[config.mk]
export PLATFORM = sky130hd
export DESIGN_NAME = apuf_eval_ctrl
export DESIGN_NICKNAME = d
export VERILOG_FILES = /design/src/rtl/apuf_eval_ctrl.sv
export SDC_FILE = /design/constraint.sdc
export NUM_CORES = 1
export LEC_CHECK = 0
export ABC_AREA = 1
export BUFFER_PORTS_ARGS = -buffer_cell sky130_fd_sc_hd__buf_2
export CAP_MARGIN = 15
export CORE_ASPECT_RATIO = 1.25
export CORE_UTILIZATION = 50
export CTS_CLUSTER_SIZE = 40
export DETAILED_ROUTE_END_ITERATION = 10
export GPL_TIMING_DRIVEN = 0
export PLACE_DENSITY = 0.83
export SLEW_MARGIN = 20
export SYNTH_ARGS = -nofsm -noshare
export SYNTH_HDL_FRONTEND = slang
export SYNTH_SLANG_ARGS = --single-unit
[constraint.sdc]
create_clock -name clk -period 1.8 [get_ports clk]
set_input_delay 0.09 -clock clk [delete_from_list [all_inputs] [get_ports clk]]
set_output_delay 0.09 -clock clk [all_outputs]
set_load 0.01 [all_outputs]
[src/rtl/apuf_eval_ctrl.sv]
// Arbiter-PUF evaluation controller: captures a challenge, fires the core NVOTE times and returns the majority bit.
// Result is held on outValid until outReady; reqReady is high only in IDLE; respReady/respBit are synchronized first.
module apuf_eval_ctrl #(
  parameter int CW      = 64,
  parameter int SETTLE  = 4,
  parameter int NVOTE   = 5,
  parameter int TIMEOUT = 255
) (
  input  logic          clk,
  input  logic          rst,
  input  logic          reqValid,
  output logic          reqReady,
  input  logic [CW-1:0] reqChal,
  output logic [CW-1:0] c,
  output logic          tigSignal,
  input  logic          respReady,
  input  logic          respBit,
  output logic          outValid,
  input  logic          outReady,
  output logic          outBit,
  output logic [3:0]    outOnes,
  output logic          outTimeout
);

  localparam int SW = (SETTLE > 1) ? $clog2(SETTLE) : 1;

  typedef enum logic [2:0] {
    S_IDLE,
    S_SETTLE,
    S_WAIT,
    S_GAP,
    S_DONE
  } state_t;

  state_t        state, state_nxt;
  logic          rdy_meta, rdy_s, bit_meta, bit_s;
  logic [SW-1:0] settle_cnt;
  logic [15:0]   to_cnt;
  logic [3:0]    vote_cnt, ones;
  logic          accept, settle_end, to_end, last_vote;

  assign reqReady   = (state == S_IDLE);
  assign accept     = reqValid && reqReady;
  assign settle_end = (settle_cnt == SW'(SETTLE - 1));
  assign to_end     = (to_cnt == 16'(TIMEOUT - 1));
  assign last_vote  = (vote_cnt == 4'(NVOTE));

  always_comb begin
    state_nxt = state;
    case (state)
      S_IDLE:   if (accept) state_nxt = S_SETTLE;
      S_SETTLE: if (settle_end) state_nxt = S_WAIT;
      S_WAIT: begin
        if (rdy_s)       state_nxt = S_GAP;
        else if (to_end) state_nxt = S_DONE;
      end
      // GAP waits for the arbiter to release before the next firing
      S_GAP: begin
        if (!rdy_s)      state_nxt = last_vote ? S_DONE : S_SETTLE;
        else if (to_end) state_nxt = S_DONE;
      end
      S_DONE:   if (outReady) state_nxt = S_IDLE;
      default:  state_nxt = S_IDLE;
    endcase
  end

  always_ff @(posedge clk) begin
    if (rst) begin
      state      <= S_IDLE;
      rdy_meta   <= 1'b0;
      rdy_s      <= 1'b0;
      bit_meta   <= 1'b0;
      bit_s      <= 1'b0;
      c          <= '0;
      tigSignal  <= 1'b0;
      outValid   <= 1'b0;
      outBit     <= 1'b0;
      outOnes    <= '0;
      outTimeout <= 1'b0;
      settle_cnt <= '0;
      to_cnt     <= '0;
      vote_cnt   <= '0;
      ones       <= '0;
    end else begin
      state    <= state_nxt;
      rdy_meta <= respReady;
      rdy_s    <= rdy_meta;
      bit_meta <= respBit;
      bit_s    <= bit_meta;
      case (state)
        S_IDLE: begin
          if (accept) begin
            c          <= reqChal;
            vote_cnt   <= '0;
            ones       <= '0;
            settle_cnt <= '0;
          end
        end
        S_SETTLE: begin
          settle_cnt <= settle_cnt + SW'(1);
          if (settle_end) begin
            tigSignal <= 1'b1;
            to_cnt    <= '0;
          end
        end
        S_WAIT: begin
          to_cnt <= to_cnt + 16'd1;
          if (rdy_s) begin
            tigSignal <= 1'b0;
            ones      <= ones + {3'b000, bit_s};
            vote_cnt  <= vote_cnt + 4'd1;
            to_cnt    <= '0;
          end else if (to_end) begin
            tigSignal  <= 1'b0;
            outValid   <= 1'b1;
            outTimeout <= 1'b1;
            outOnes    <= ones;
            outBit     <= 1'b0;
          end
        end
        S_GAP: begin
          to_cnt <= to_cnt + 16'd1;
          if (!rdy_s) begin
            settle_cnt <= '0;
            if (last_vote) begin
              outValid <= 1'b1;
              outOnes  <= ones;
              outBit   <= (ones > 4'(NVOTE / 2));
            end
          end else if (to_end) begin
            outValid   <= 1'b1;
            outTimeout <= 1'b1;
            outOnes    <= ones;
            outBit     <= 1'b0;
          end
        end
        S_DONE: begin
          if (outReady) begin
            outValid   <= 1'b0;
            outTimeout <= 1'b0;
          end
        end
        default: ;
      endcase
    end
  end

endmodule

; ---- Word level (Yosys, flattened, before mapping)
; Cells that the tools add are included.
[totals]
regBits = 105
output_inout_bits = 73
[classes]
n_addsub = 4
magnitude_cmp = 1
eq_ne = 16
n_mux = 43
n_reduce_logical = 17
[op_table]
columns = cell, n
row1 = one-hot mux 16 bit (3 select lines), 1
row2 = 2-to-1 mux 16 bit, 2
row3 = 2-to-1 mux 4 bit, 7
row4 = one-hot mux 4 bit (2 select lines), 3
row5 = 2-to-1 mux 3 bit, 7
row6 = "adder 16 x 1 -> 16 bit, second input constant", 1
row7 = "== test 16 x 8 -> 1 bit, second input constant", 1
row8 = 2-to-1 mux 1 bit, 15
row9 = one-hot mux 3 bit (5 select lines), 1
row10 = AND reduction 3 bit, 5
row11 = "!= test 2 bit, second input constant", 6
row12 = nonzero test 3 bit, 3
row13 = AND reduction 4 bit, 2
row14 = "== test 3 x 2 -> 1 bit, second input constant", 2
row15 = "!= test 3 bit, second input constant", 2
row16 = one-hot mux 1 bit (3 select lines), 2
row17 = one-hot mux 2 bit (3 select lines), 1
row18 = nonzero test 2 bit, 3
row19 = adder 4 x 1 -> 4 bit, 1
row20 = "adder 4 x 1 -> 4 bit, second input constant", 1
row21 = "== test 4 x 3 -> 1 bit, second input constant", 1
row22 = "greater-than comparator 4 x 2 -> 1 bit, second input constant", 1
row23 = 2-to-1 mux 2 bit, 2
row24 = one-hot mux 1 bit (2 select lines), 2
row25 = other kinds (8), 9

; ---- Longest topological paths before layout
; Gate-level depths: netlist of the first run.
[depth]
word_depth = 4
ltp_mapped = 10
mapped_depth_nobuf = 10

; ---- Worst setup path before layout of the first run
; OpenSTA, ideal clock, no wires.
[synth_timing]
kind = flip-flop to flip-flop
start = reg state[0]
end = reg c[0]
setup_time_ns = 0.132
t_arrival_ns = 1.204
path_slack_ns = 0.464
path_stages_with_launch = 9
path_buffers = 2
cell_sequence = dfxtp_1 > nor2_2 > inv_2 > nor2_4 > nand2_2 > buf_4 > buf_2 > nand2_1 > a21oi_1
[synth_between]
elab_chain_len = 3
[synth_rtl]
columns = element, line
row1 = from (decl), 35  ; state_t state, state_nxt;
row2 = from (signal assigned), 85  ; state <= state_nxt;
row3 = zero test 3 bit (*), 42  ; assign reqReady = (state == S_IDLE);
row4 = net reqReady, 12  ; output logic reqReady,
row5 = logical AND 1 bit, 43  ; assign accept = reqValid && reqReady;
row6 = AND reduction 2 bit (no source line) (*), --
row7 = to (signal assigned), 93  ; c <= reqChal;
row8 = to (decl), 14  ; output logic [CW-1:0] c,
; The timed path passes the listed nets; every way through them passes the cells marked *.
; A chain may end at the register's enable or synchronous reset.

; ---- Worst setup path in the final report of the first run
[layout_timing]
start = reg state[0]
end = reg c[47]
[layout_between]
elab_chain_len = 3
[layout_rtl]
columns = element, line
row1 = zero test 3 bit (*), "42, 90"
row2 = logical AND 1 bit, 43
row3 = AND reduction 2 bit (no source line) (*), --
; Mark *: on every way between the ends. The rest lies on a longest branch, timed or not.

==> results of run 1 <==
## where the power goes
group          internal, mW  total (mW)  switching, mW
Clock                 0.793        1.61          0.814
Sequential             2.62        2.81          0.191
Combinational         0.732        1.98           1.25
## worst reg2reg max path: stages, from the launching register on
cell and delay, ns:
dfxtp_1 0.38, nor2_2 0.18, inv_2 0.06, nor2_4 0.13, nand2_2 0.12, inv_2 0.18, clkbuf_4 0.24, nand2_1 0.11
a21oi_1 0.20
## cells by family after synthesis
family | count (synthesis)
flops | 105
buf+inv | 66
xor+xnor | 4
simple gates | 298
fa+ha+maj | 7
compound gates | 102
## registers in the layout, indices dropped and copies added, names as in the netlist, 2 cells and up
signal      count
c              64
to_cnt         16
ones            4
outOnes         4
vote_cnt        4
state           3
settle_cnt      2
## worst paths after layout
check,startpoint,endpoint,slack (ns),depth (start not counted)
setup / recovery,state[0],c[47],0.12,8
hold / removal,reqChal[54],c[54],0.08,3
setup reg to reg,state[0],c[47],0.12,8
hold reg to reg,bit_meta,bit_s,0.41,2
## metrics by stage
stage,setup WS [ns],power (mW),area [µm²]
CTS,0.207,6.26,5950
floorplan,0.464,3.96,4250
finish,0.122,6.39,5960
global placement,0.246,4.51,5080
detailed placement,0.240,4.57,5080
global route,0.000431,6.70,5960
## Yosys cell counts
master    number  share of area, %
clkinv_1       1             0.088
buf_4          1              0.18
ha_1           7               2.1
inv_1         36               3.2
nand2_1      193                17
dfxtp_1      105                49
nor3b_1        2              0.35
nand3_1       15               1.8
nor3_2         1              0.24
inv_2          7              0.62
and2_1         1              0.15
nand2_2        5              0.74
xor2_1         3              0.62
nor2_1        62               5.5
buf_6          1              0.26
a21oi_4        1              0.38
nor3_1         8              0.94
xnor2_1        1              0.21
a21oi_2        1              0.21
nand4_1        4              0.59
nor2_4         1              0.26
nor2_2         2              0.29
a211oi_1       3              0.53
buf_2         11               1.3
nand3b_1       2              0.35
clkbuf_1       9              0.79
a21oi_1       85                10
o21ai_0       11               1.3
and3_1         1              0.15
o21a_1         1              0.18
nand2_4        1              0.26
## layout by cell type (no fill, tap or decap), drive strengths merged
| cell type | synthesis | routed |
|---|---|---|
| o21ai | 11 | 11 |
| inv | 43 | 44 |
| xnor2 | 1 | 1 |
| dfxtp | 105 | 105 |
| ha | 7 | 7 |
| nor2 | 65 | 65 |
| clkbuf | 9 | 21 |
| and2 | 1 | 1 |
| xor2 | 3 | 3 |
| nor3b | 2 | 2 |
| bufinv | 0 | 2 |
| buf | 13 | 153 |
| nand3 | 15 | 15 |
| nand2 | 199 | 199 |
| dlygate4sd3 | 0 | 65 |
| a21oi | 87 | 87 |
| and3 | 1 | 1 |
| clkinv | 1 | 4 |
| a211oi | 3 | 3 |
| o21a | 1 | 1 |
| nand3b | 2 | 2 |
| nor3 | 9 | 9 |
| nand4 | 4 | 4 |
## metal layers
layer / GRT usage (%) / part of all wire [%] / up-vias
met5: 0 / 0 / -
met4: 16.1 / 4.4 / 0
met3: 7.50 / 8.0 / 61
met2: 53.9 / 50 / 244
met1: 33.1 / 37 / 2246
li1: - / - / 2284
## cell type report
class / instances / area (µm²) / share of cell area [%]
Buffer: 22 / 113 / 1.89
Clock buffer: 10 / 128 / 2.14
Clock inverter: 6 / 91.3 / 1.53
Inverter: 44 / 165 / 2.77
Multi-Input combinational cell: 411 / 1870 / 31.5
Sequential cell: 105 / 2100 / 35.3
Tap cell: 97 / 121 / 2.04
Timing Repair Buffer: 207 / 1360 / 22.9
## repair_timing
item / 4_1_cts / 5_1_grt
hold buffers: 65 / 0
endpoints found under the setup margin: 0 / 2
resized for setup: 0 / 2
hold endpoints to repair: 65 / 0
==> summary.md, run 1 <==
| Metric | Value |
|---|---|
| PD cells | around 1100 nW/µm² |
| Distinct cells, synth | 31 |
| GRT Util Overall | just over 30% |
| Syn nets | around 660 |
| Max VDD drop | 0.916 mV |
| Required @ worst endpoint | between 2 and 2.5 ns |
| Num ports | ~140 |
| Largest net degree at the start of global routing | 18 |
| Worst slew pin tran | approximately 0.54 ns |
| CP Capture Type | register |
| Vias per inst | around 5.4 |
| Crit path kind | reg2reg |
| Detailed router's first-iteration violation count | ~310 |
| Max-slew headroom at the worst pin | about 64% |
| Sequential-to-total area share from yosys stat | around half |
| Rows | 37 |
| H-Tree Depth | 3 |
| Ys Warns | 0 |
| Buffer count from post-CTS setup fixing | 0 |
| Peak Freq | about 600 MHz |
| Leakage power | between 2 and 3 nW |
| Most numerous cell on the critical path | inv_2 |
| DP Cell Count | ~800 |
| Worst setup SP type | register |
| Layout Nets | a little under 900 |
| Min Hold Slack | roughly 0.078 ns |
| Post-Synth Simple-Gate Area | 28.6% |
| # diodes | 0 |
| Slew Limit Fails | 0 |
| CTS Buf Count | 9 |
| Fin crit share | a little over 90% |
| Status | complete, but fails checks |
| CTS sink cnt | approximately 110 |
| Cell chain of the critical path | nor2_2, inv_2, nor2_4, nand2_2, inv_2, clkbuf_4, nand2_1, a21oi_1 |
| Clock latency on the worst-skew pair | roughly 0.36 ns |
| Fillcell total | around 570 |
| First-pass GRT wire length | approximately 22000 µm |
| Post-Syn Area | about 4200 µm² |
| Clock transition at the registers of the reported paths | 0.10 ns |
| Clk buf depth | 2 |
| Hold Violations, Final | 0 |
| Congestion Overflow GR | 0 |
| Failing checks | design-rule violations |
| DRC viols | 1 |
| Routed via count | roughly 4800 |
| CTS root buf | clkbuf_8 |
| Die Area | between 8000 and 9000 µm² |
| Max-Cap Viols | 0 |
| Share of cells above drive strength 1 | about a quarter |
| Seq cells post-synth | 105 |
| Utilization after layout | between 70% and 80% |
| Initial antenna violation count | 0 |
| DIE WIDTH | roughly 84 µm |
| Compound-Gate Fraction of Synth Area | 12.6% |
| Area grow syn2layout | 40.2% |
| Initial Util | ~52% |
| Final wirelength | between 10000 and 15000 µm |
| CTS tree | built |
| Cell Count, Final, Fillers Out | 902 |
| Avg Synthesized Cell Area | between 7 and 8 µm² |
| GP Congestion | 0.899 |
| XOR/XNOR Fraction of Synth Area | less than 1% |
| Vias in the first global route | 4898 |
| Max FO, Critical Path | 10 |
| Delay-heaviest family, CP | simple AND/OR/NAND/NOR gates |
| Unrepaired setup endpoints after global routing | no |
| Proportion of synthesized area in mux cells | 0% |
| DP Wirelength | between 7000 and 8000 µm |
| Wirelength per Cell | 14.9 µm |
| Placeable Area | 8240 µm² |
| Tmin final | 1.68 ns |
| Max Clock Skew | around 0.013 ns |
| Die height | 105 µm |
| Worst EP arrival | 1.95 ns |
| Final setup viols | 0 |
| Post-route ant nets | 0 |
| Fin Setup TNS | 0 ns |
| Drt pass-1 iters | 8 |
| Cells after synthesis | around 580 |
| Critical Path Slowest Stage Cell | dfxtp_1 |
| Worst path max stage delay | between 0.3 and 0.4 ns |
| HP Class | in2reg |
| Adder-cell share of the synthesized area | 2.06% |
| Port-buffer cells | around 140 |
| Largest family of logic cells by synthesized area | simple AND/OR/NAND/NOR gates |
| CP Buf/Inv Count | 3 |
(Power assumes the default switching activity.)
==> run 2, diff against run 1 <==
--- a/config.mk
+++ b/config.mk
@@ -8,8 +8,10 @@
 export ABC_AREA = 1
 export BUFFER_PORTS_ARGS = -buffer_cell sky130_fd_sc_hd__buf_2
 export CAP_MARGIN = 15
+export CELL_PAD_IN_SITES_DETAIL_PLACEMENT = 0
+export CELL_PAD_IN_SITES_GLOBAL_PLACEMENT = 2
 export CORE_ASPECT_RATIO = 1.25
-export CORE_UTILIZATION = 50
+export CORE_UTILIZATION = 27
 export CTS_CLUSTER_SIZE = 40
 export DETAILED_ROUTE_END_ITERATION = 10
 export GPL_TIMING_DRIVEN = 0
==> run 2 against run 1 <==
  * The flow now finishes without violations
  * Fmax up 1.7%
  * Critical path depth fell by 1
  * Sequential share of layout area is 1.4 points lower
  * Flip-flop and latch count did not move
  * Count of clock-buffer cells in the layout fell by 1
  * Core utilization is 31 points lower
  * Sequential power hardly changed
  * Non-clock buffer count up 1
  * Clock skew fell by 0.0064 ns
  * Via count shrank 9.8%
  * Critical endpoint is now to_cnt[7]
  * Largest cell class unchanged
==> summary.md, run 2 (synthesis gave the netlist of run 1 again) <==
| Metric | Value |
|---|---|
| Status | finished, final reports clean |
| CTS resizes | 0 |
| First-pass GRT wire length | 20300 µm |
| CTS sink cnt | 105 |
| Cell chain of the critical path | inv_2, nand2_4, a21oi_2, inv_2, a21oi_4, inv_2, nor3_2 |
| HP Class | in2reg |
| Fin Setup TNS | 0 ns |
| Fillcell total | around 1600 |
| Top Registers | c: 64 flops, to_cnt: 16 flops |
| # diodes | 0 |
| Setup ws final | ~0.15 ns |
| Wirelength per Cell | approximately 12 µm |
| Area of the multi-input gates | between 1500 and 2000 µm² |
| Layout Nets | just under 900 |
| Initial Util | between 20% and 30% |
| Initial antenna violation count | 0 |
| Max FO, Critical Path | 8 |
| Max Clock Skew | between 0.006 and 0.007 ns |
| Unrepaired setup endpoints after global routing | no |
| Post-route ant nets | 0 |
| Slew Limit Fails | 0 |
| Comb pwr share | 27.5% |
| Sw power | about 2.3 mW |
| Leakage power | 2.82 nW |
| Place WS | roughly 0.19 ns |
| Most numerous cell on the critical path | inv_2 |
| Max-Cap Viols | 0 |
| Max reg flops | 64 |
| Largest net degree at the start of global routing | 19 |
| Clock power share | 31.8% |
| Drt pass-1 iters | 4 |
| CP Capture Type | register |
| Port-buffer cells | around 140 |
| Die Area | 16200 µm² |
| Crit path kind | reg2reg |
| Final instance area | between 6000 and 7000 µm² |
| Vias in the first global route | 4279 |
| Largest register by flop count | c |
| DRC viols | 0 |
| Clk buf depth | 2 |
| CTS root buf | clkbuf_16 |
| Share of cells above drive strength 1 | about a quarter |
| Required @ worst endpoint | around 2.1 ns |
| CTS Buf Count | 9 |
| Worst setup SP type | register |
| Worst EP arrival | 1.93 ns |
| Placeable Area | roughly 15000 µm² |
| PD cells | approximately 1100 nW/µm² |
| Area grow syn2layout | 46.1% |
| Hold Violations, Final | 0 |
| Final setup viols | 0 |
| GRT Util Overall | between 15 and 20% |
| Num ports | roughly 140 |
| Most frequent cells in the layout | 193 x nand2_1, 153 x buf_2, 105 x dfxtp_1 |
| Clock transition at the registers of the reported paths | about 0.070 ns |
| Detailed router's first-iteration violation count | ~130 |
| Routed via count | 4359 |
| Clock latency on the worst-skew pair | 0.36 ns |
| Worst slew pin tran | about 0.57 ns |
| Worst path max stage delay | between 0.4 and 0.5 ns |
| Placed cell areas | 5220 µm² |
| Tmin final | about 1.6 ns |
| GP Congestion | ~0.77 |
| H-Tree Depth | 3 |
| Max-slew headroom at the worst pin | between 60 and 70% |
| Switching Share | between 30% and 40% |
| Area occupied by registers | ~2100 µm² |
| DIE WIDTH | between 100 and 150 µm |
| Fin crit share | between 90% and 100% |
| Most common cell after layout, fill and taps aside | nand2_1 |
| R2R setup slack | ~0.15 ns |
| Final wirelength | between 10000 and 15000 µm |
| Die height | between 100 and 150 µm |
| Rows | 50 |
| Critical Path Slowest Stage Cell | dfxtp_1 |
| Vias per inst | 4.30 |
| DP Wirelength | about 9000 µm |
| Max VDD drop | between 0.7 and 0.8 mV |
| Seq pwr share | 40.7% |
| P_int | 4.57 mW |
| CTS tree | built |
| Congestion Overflow GR | 0 |
| Peak Freq | around 610 MHz |
## run 2: worst paths after layout
| path | from | end | depth (start not counted) |
|---|---|---|---|
| setup / recovery | state[2] | to_cnt[7] | 7 |
| setup reg to reg | state[2] | to_cnt[7] | 7 |
| hold / removal | outReady | state[2] | 4 |
| hold reg to reg | rdy_meta | rdy_s | 2 |
## run 2: per-stage QoR
stage          total power [mW]  hold slack (ns)  util (%)  std cells
2_1_floorplan              3.96            0.197         -        582
3_3_place_gp               4.60            0.294      34.3        932
3_5_place_dp               4.63            0.300      34.3        932
4_1_cts                    6.93           0.0992      40.8       1014
5_1_grt                    7.30            0.124      40.8       1014
6_report                   6.84            0.105      40.8       1014
## run 2: layer usage
| layer | wire length (µm) | track usage [%] |
|---|---|---|
| met5 | 0 | 0 |
| met4 | 201 | 6.63 |
| met3 | 768 | 4.43 |
| met2 | 5910 | 27.3 |
| met1 | 5250 | 18.3 |
## run 2: cell type report
type / count / area share [%]
inverter: 44 / 2.66
tap: 208 / 4.19
sequential: 105 / 33.9
buffer: 22 / 1.73
timing repair buffer: 208 / 22.1
multi-input combinational: 411 / 30.2
clock buffer: 9 / 3.63
clock inverter: 7 / 1.63
## run 2: worst max-delay path, delay by kind of cell (launching register included)
family                 cells  cell delay, ns
AO/OA/AOI/OAI              2            0.54
flip-flops                 1            0.41
buffers and inverters      3            0.34
AND/OR/NAND/NOR            2            0.26
## run 2: power groups by stage
| stage | registers [mW] | logic (mW) | clock network (mW) |
|---|---|---|---|
| 2_1_floorplan | 2.95 | 1.01 | 0 |
| 3_3_place_gp | 2.83 | 1.77 | 0 |
| 4_1_cts | 2.79 | 1.91 | 2.23 |
| 5_1_grt | 2.83 | 2.13 | 2.34 |
| 6_report | 2.79 | 1.88 | 2.17 |
| 3_5_place_dp | 2.84 | 1.79 | 0 |
## run 2: what timing repair did
action	4_1_cts	5_1_grt
endpoints found under the hold margin	66	0
hold buffers	66	0
setup buffers	0	0
